### src/rtl/modn_counter_pkg.sv
// Shared helpers and direction encodings for the modulo-N counter family.
package modn_counter_pkg;

    localparam logic DIR_UP   = 1'b1;
    localparam logic DIR_DOWN = 1'b0;

    // Counter width for a given modulus, never narrower than one bit.
    function automatic int unsigned clog2_min1(input int unsigned n);
        return (n <= 32'd2) ? 32'd1 : 32'($clog2(n));
    endfunction

    // Binary 0..99 to two packed BCD digits, tens in the upper nibble.
    function automatic logic [7:0] bin2bcd8(input int unsigned v);
        return {4'(v / 32'd10), 4'(v % 32'd10)};
    endfunction

endpackage

### src/rtl/modn_counter_bcd_digit_pair.sv
// Two-digit BCD tracker stepped in lockstep with the binary count (clr > load > step).
module bcd_digit_pair
    import modn_counter_pkg::*;
#(
    parameter logic [7:0] RESET_BCD = 8'h00,
    parameter logic [7:0] TOP_BCD   = 8'h59
) (
    input  logic       clk,
    input  logic       i_clr,
    input  logic       i_load,
    input  logic [7:0] i_load_bcd,
    input  logic       i_step,
    input  logic       i_up,
    input  logic       i_wrap,
    output logic [7:0] o_bcd
);

    logic [3:0] r_tens;
    logic [3:0] r_ones;
    logic [3:0] w_tens_nxt;
    logic [3:0] w_ones_nxt;

    always_comb begin
        w_tens_nxt = r_tens;
        w_ones_nxt = r_ones;
        if (i_load) begin
            {w_tens_nxt, w_ones_nxt} = i_load_bcd;
        end else if (i_step) begin
            if (i_wrap) begin
                {w_tens_nxt, w_ones_nxt} = (i_up == DIR_UP) ? 8'h00 : TOP_BCD;
            end else if (i_up == DIR_UP) begin
                if (r_ones == 4'd9) begin
                    w_ones_nxt = 4'd0;
                    w_tens_nxt = r_tens + 4'd1;
                end else begin
                    w_ones_nxt = r_ones + 4'd1;
                end
            end else begin
                if (r_ones == 4'd0) begin
                    w_ones_nxt = 4'd9;
                    w_tens_nxt = r_tens - 4'd1;
                end else begin
                    w_ones_nxt = r_ones - 4'd1;
                end
            end
        end
    end

    always_ff @(posedge clk) begin
        if (i_clr) begin
            {r_tens, r_ones} <= RESET_BCD;
        end else begin
            r_tens <= w_tens_nxt;
            r_ones <= w_ones_nxt;
        end
    end

    assign o_bcd = {r_tens, r_ones};

endmodule

### src/rtl/modn_counter.sv
// Modulo-N up/down counter with cascade carry, load clamp and registered wrap pulse.
// Optional packed-BCD output enabled by defining MODN_COUNTER_BCD_EN.
module modn_counter
    import modn_counter_pkg::*;
#(
    parameter int unsigned MODULUS   = 60,
    parameter int unsigned WIDTH     = clog2_min1(MODULUS),
    parameter int unsigned RESET_VAL = 0
) (
    input  logic             clk,
    input  logic             clr,
    input  logic             en,
    input  logic             ci,
    input  logic             up,
    input  logic             load,
    input  logic [WIDTH-1:0] load_val,
    output logic [WIDTH-1:0] count,
    output logic             co,
    output logic             tc,
    output logic             load_err
`ifdef MODN_COUNTER_BCD_EN
    ,
    output logic [7:0]       bcd
`endif
);

    localparam logic [WIDTH-1:0] CNT_MAX = WIDTH'(MODULUS - 32'd1);
    localparam logic [WIDTH-1:0] CNT_RST = WIDTH'(RESET_VAL);

    if (MODULUS < 32'd2 || MODULUS > 32'd65536) begin : g_bad_modulus
        $error("modn_counter: MODULUS out of range 2..65536");
    end
    if ((32'd1 << WIDTH) < MODULUS) begin : g_bad_width
        $error("modn_counter: WIDTH too narrow for MODULUS");
    end
    if (RESET_VAL >= MODULUS) begin : g_bad_reset
        $error("modn_counter: RESET_VAL must be below MODULUS");
    end

    logic [WIDTH-1:0] r_count;
    logic             r_co;
    logic             r_load_err;
    logic [WIDTH-1:0] w_count_nxt;
    logic             w_co_nxt;
    logic             w_err_nxt;
    logic             w_step;
    logic             w_wrap;
    logic             w_load_ok;
    logic [WIDTH-1:0] w_load_value;

    assign w_step       = en & ci;
    assign w_wrap       = (up == DIR_UP) ? (r_count == CNT_MAX) : (r_count == '0);
    assign w_load_ok    = 32'(load_val) < MODULUS;
    assign w_load_value = w_load_ok ? load_val : CNT_MAX;

    // Next count/flags under load > advance > hold; clr is applied in the register.
    always_comb begin
        w_count_nxt = r_count;
        w_co_nxt    = 1'b0;
        w_err_nxt   = 1'b0;
        if (load) begin
            w_count_nxt = w_load_value;
            w_err_nxt   = ~w_load_ok;
        end else if (w_step) begin
            if (w_wrap) begin
                w_count_nxt = (up == DIR_UP) ? '0 : CNT_MAX;
                w_co_nxt    = 1'b1;
            end else if (up == DIR_UP) begin
                w_count_nxt = r_count + WIDTH'(1);
            end else begin
                w_count_nxt = r_count - WIDTH'(1);
            end
        end
    end

    always_ff @(posedge clk) begin
        if (clr) begin
            r_count    <= CNT_RST;
            r_co       <= 1'b0;
            r_load_err <= 1'b0;
        end else begin
            r_count    <= w_count_nxt;
            r_co       <= w_co_nxt;
            r_load_err <= w_err_nxt;
        end
    end

    assign count    = r_count;
    assign co       = r_co;
    assign load_err = r_load_err;
    // Ungated by clr/load so a downstream stage sees carry with zero latency.
    assign tc       = w_step & w_wrap;

`ifdef MODN_COUNTER_BCD_EN
    if (MODULUS > 32'd100) begin : g_bad_bcd
        $error("modn_counter: BCD output requires MODULUS <= 100");
    end

    bcd_digit_pair #(
        .RESET_BCD (bin2bcd8(RESET_VAL)),
        .TOP_BCD   (bin2bcd8(MODULUS - 32'd1))
    ) u_bcd (
        .clk        (clk),
        .i_clr      (clr),
        .i_load     (load),
        .i_load_bcd (bin2bcd8(32'(w_load_value))),
        .i_step     (w_step),
        .i_up       (up),
        .i_wrap     (w_wrap),
        .o_bcd      (bcd)
    );
`endif

endmodule

### config.mk
export PLATFORM = sky130hd
export DESIGN_NAME = modn_counter
export DESIGN_NICKNAME = d
export VERILOG_FILES = /design/src/rtl/modn_counter_pkg.sv /design/src/rtl/modn_counter_bcd_digit_pair.sv /design/src/rtl/modn_counter.sv
export SDC_FILE = /design/constraint.sdc
export NUM_CORES = 1
export LEC_CHECK = 0
export CORE_MARGIN = 2
export CORE_UTILIZATION = 40
export CTS_CLUSTER_DIAMETER = 120
export DETAILED_ROUTE_END_ITERATION = 8
export GPL_ROUTABILITY_DRIVEN = 0
export PLACE_DENSITY = 0.83
export SKIP_CTS_REPAIR_TIMING = 1
export SYNTH_ARGS = -nofsm -noshare
export SYNTH_HDL_FRONTEND = slang
export SYNTH_SLANG_ARGS = --single-unit
### constraint.sdc
create_clock -name clk -period 2.4 [get_ports clk]
set_input_delay 0.72 -clock clk [delete_from_list [all_inputs] [get_ports clk]]
set_output_delay 0.72 -clock clk [all_outputs]
set_load 0.01 [all_outputs]
* Word-level counts from Yosys, hierarchy flattened
Cells that the tools add are included.
Operators by class: eq/ne operators 1, $lt $le $gt $ge 1, add/sub/neg operators 2, bitwise gates (word level) 5, reductions and logical operators 4, mux-type cells 8
Operator list (number):
- $mux W6 | 6
- $add A6 B1 Y6 const B | 1
- $eq A6 B6 Y1 const B | 1
- $logic_not A6 Y1 | 1
- $lt A6 B6 Y1 const B | 1
- $sub A6 B1 Y6 const B | 1
- $not A1 Y1 | 3
- $reduce_or A3 Y1 | 1
- $and A1 B1 Y1 | 2
- $mux W1 | 2
- $reduce_bool A2 Y1 | 1
- $reduce_or A2 Y1 | 1
Storage, ports and cells: register bits 8, output and inout port bits 9, logic and storage cells 24, bits of input ports 12

* Longest topological paths before layout
word-level depth 5, depth in mapped cells 7, gate-level depth less buffers 7

* Worst setup path after synthesis
No wires, ideal clock.
kind input to output, from in up, to out tc, stages on the path 3, buffers on the path 0, data required time 1.680 ns, setup slack 0.045 ns, data arrival time 1.635 ns, cells stage by stage or4_4 o41ai_1 and2_1
Between the ends: longest elaborated chain between the ends 2
Ends and longest elaborated chain:
- start, declared | line modn_counter.sv:14 | input logic up,
- $mux W1 | line modn_counter.sv:52 | assign w_wrap = (up == DIR_UP) ? (r_count == CNT_MAX) : (r_count == '0);
- $and A1 B1 Y1 | line modn_counter.sv:92 | assign tc = w_step & w_wrap;
- end, declared | line modn_counter.sv:19 | output logic tc,
Every way passes these cells.

* Worst setup path in the final report
Same ends and word-level chain as after synthesis.

==> metrics.txt <==
outcome finished with violations; failing checks setup timing; ys flop type dfxtp_1; initial antenna violation count 0; row count 14; Critical Path End Type primary output; async set-reset flop share out of synthesis 0; Syn Inst Count 73; EDFF count, synth 0; post-route ant nets 0; Fmax achieved 390 MHz; yosys synthesis warning count 0; largest net degree at the start of global routing 14; Longest Clk Path Bufs 2; launch point of the worst path up; leakage power 0.440 nW; CP startpoint kind input port; count of cell types in the netlist 36; CP endpoint tc; Reg2Reg Depth 7; Reg clk slew, reported paths around 0.060 ns; top cell type's share of synthesized area 0.253; Num CTS Buffers 3; Max H-tree Level 1; largest area contributor in the netlist dfxtp_1; diode count 0; GRT Total Usage 0.227; initial DRC count 18; worst-path fanout max 2; largest cells by area after synthesis dfxtp_1 25%, ha_1 7.9%, xnor2_1 5.5%, a21oi_1 4.8%, a211oi_1 3.6%; Worst-Margin Slew approximately 0.53 ns; vias per cell 5.75; DRC Markers 0; RSZ-0062 raised after global routing yes; placed wire-length estimate 1.46 mm; Reg-to-Reg Start count[0]; critical path's slowest cell or4_4; sequential area share after synthesis 0.253; pre-CTS setup slack -0.985 ns; post-synthesis sequential element count 8; Die Y about 44 um; R2R Setup Slk 0.54 ns; grt ovf 0; hold slack about 0.62 ns; RR Endpoint count[4]; DR WL/cell 15.1 um; Syn Nets 90; final hold violation count 0; clk_skew 0.00525 ns; # setup viols final 1; Final nets 131; CP delay by family, top simple AND/OR/NAND/NOR gates; core area 1490 sq um; most frequent CP cell buf_6; Period Utilization, post-route 1.07; Avg Cell Area, Syn 8.66 sq um; routed via count 736; first-pass GRT wire length ~3.2 mm; layout cell share with drive strength beyond 1 0.304; Worst Path Buf+Inv 2; maxcap violations 0; initial core utilization 0.424; Fillers 121; synthesized area 632 sq um; 1st-pass router iterations 4; setup TNS -0.165 ns; total routed wirelength 1.93 mm; later-pin clock latency in the skew report ~0.25 ns; IO Port Bufs 20; Max Slew Vio Count 0; CTS tree yes; Worst path depth 5; hold crit path type reg2reg; CP Class in2out; worst setup margin -0.165 ns; vias in the first global route 753; I/O pin total 21; Arr. time, crit path 1.84 ns; Critical Path RT 1.68 ns; CTS Root Cell clkbuf_4; pwr/cell area 476 nW/um^2; crit path cell chain buf_6 > or4_4 > o41ai_4 > and2_4 > buf_6; area grow syn2layout 62.2%; Die W 43.7 um; clk sinks 8; Die ar. approximately 1900 sq um; Max-slew headroom 0.648; worst vdd ir 385 uV; CP max stage delay 0.44 ns; post-route minimum period approximately 2.6 ns
[per-stage QoR]
step,instances,total power [mW],utilization,area (sq um)
floorplan,73,0.270,-,632
global placement,124,0.366,0.645,961
detailed placement,124,0.372,0.645,961
CTS,127,0.477,0.661,983
global route,128,0.522,0.688,1020
finish,128,0.487,0.688,1020
[where the power goes]
group	internal (mW)	switching [mW]
Combinational	0.125	0.103
Sequential	0.145	0.0116
Clock	0.0572	0.0451
Total	0.327	0.160
[worst min-delay path, cell delays in order (launching register included)]
cell     delay, ns
dfxtp_1       0.31
buf_4         0.15
nand2_1       0.06
a21oi_1       0.05
[synth_stat cells (2+ instances only)]
cell type  instances
dfxtp_1            8
a21oi_1            6
nor2_1             6
nand2_1            5
ha_1               4
nor3_1             4
xnor2_1            4
a211oi_1           3
a21o_1             2
inv_1              2
nand4_1            2
nor3b_1            2
or3_1              2
[layout make-up]
| cell class | instances | area (sq um) | area share |
|---|---|---|---|
| tap | 16 | 20.0 | 0.0195 |
| timing repair buffer | 39 | 345 | 0.337 |
| inverter | 2 | 11.3 | 0.0110 |
| multi-input combinational | 60 | 465 | 0.454 |
| sequential | 8 | 160 | 0.156 |
| clock buffer | 3 | 22.5 | 0.0220 |
[sequential cells by signal (all words and copies together) (netlist names)]
name	cells
co	1
count	6
load_err	1
[per-layer routing]
| layer | up-vias | share of wire | track usage |
|---|---|---|---|
| met5 | - | 0 | 0 |
| met4 | 0 | 0.034 | 0.103 |
| met3 | 8 | 0.039 | 0.0333 |
| met2 | 22 | 0.48 | 0.397 |
| met1 | 354 | 0.44 | 0.271 |
| li1 | 352 | - | - |
[cells in the final DEF (no fill, tap or decap)]
| master | n |
|---|---|
| o22ai_1 | 1 |
| nand4_1 | 2 |
| and4b_2 | 1 |
| nand2_1 | 5 |
| a2111oi_2 | 1 |
| dfxtp_1 | 8 |
| xor2_1 | 1 |
| ha_1 | 4 |
| or4_4 | 1 |
| a21o_1 | 2 |
| o21bai_1 | 1 |
| inv_1 | 1 |
| nand3_1 | 1 |
| nand2b_1 | 1 |
| a211oi_1 | 3 |
| nor2_1 | 6 |
| nand3b_1 | 1 |
| a221oi_1 | 1 |
| a21oi_1 | 6 |
| fa_1 | 1 |
| nor3b_1 | 2 |
| xnor2_1 | 4 |
| clkbuf_4 | 3 |
| o21ai_0 | 1 |
| a31oi_1 | 1 |
| clkinvlp_4 | 1 |
| clkdlybuf4s50_1 | 18 |
| a211o_2 | 1 |
| mux2_2 | 1 |
| or3_1 | 2 |
| buf_6 | 2 |
| nor2b_1 | 1 |
| nor4_4 | 1 |
| buf_4 | 19 |
| and2_4 | 1 |
| nor3_1 | 4 |
| o41ai_4 | 1 |
| and2_2 | 1 |
[logic make-up (layout without fill, tap and decap cells)]
group	after synthesis	count (layout)	share of synthesized area
AO/OA/AOI/OAI	19	19	0.204
XOR/XNOR	5	5	0.0693
adder cells (fa/ha/maj)	5	5	0.111
buffers and inverters	5	44	0.0535
flip-flops	8	8	0.253
multiplexers	1	1	0.0178
AND/OR/NAND/NOR	30	30	0.291
[how the worst min path moves through the flow]
stage | start | end | slack (ns) | depth (start not counted)
after floorplan | count[1] | count[1] | 0.53 | 2
after global placement | count[1] | count[1] | 0.59 | 3
after detailed placement | count[1] | count[1] | 0.60 | 3
after CTS | count[1] | count[1] | 0.61 | 3
after global routing | count[1] | count[1] | 0.62 | 3
final | count[1] | count[1] | 0.62 | 3
(Power assumes the default switching activity.)
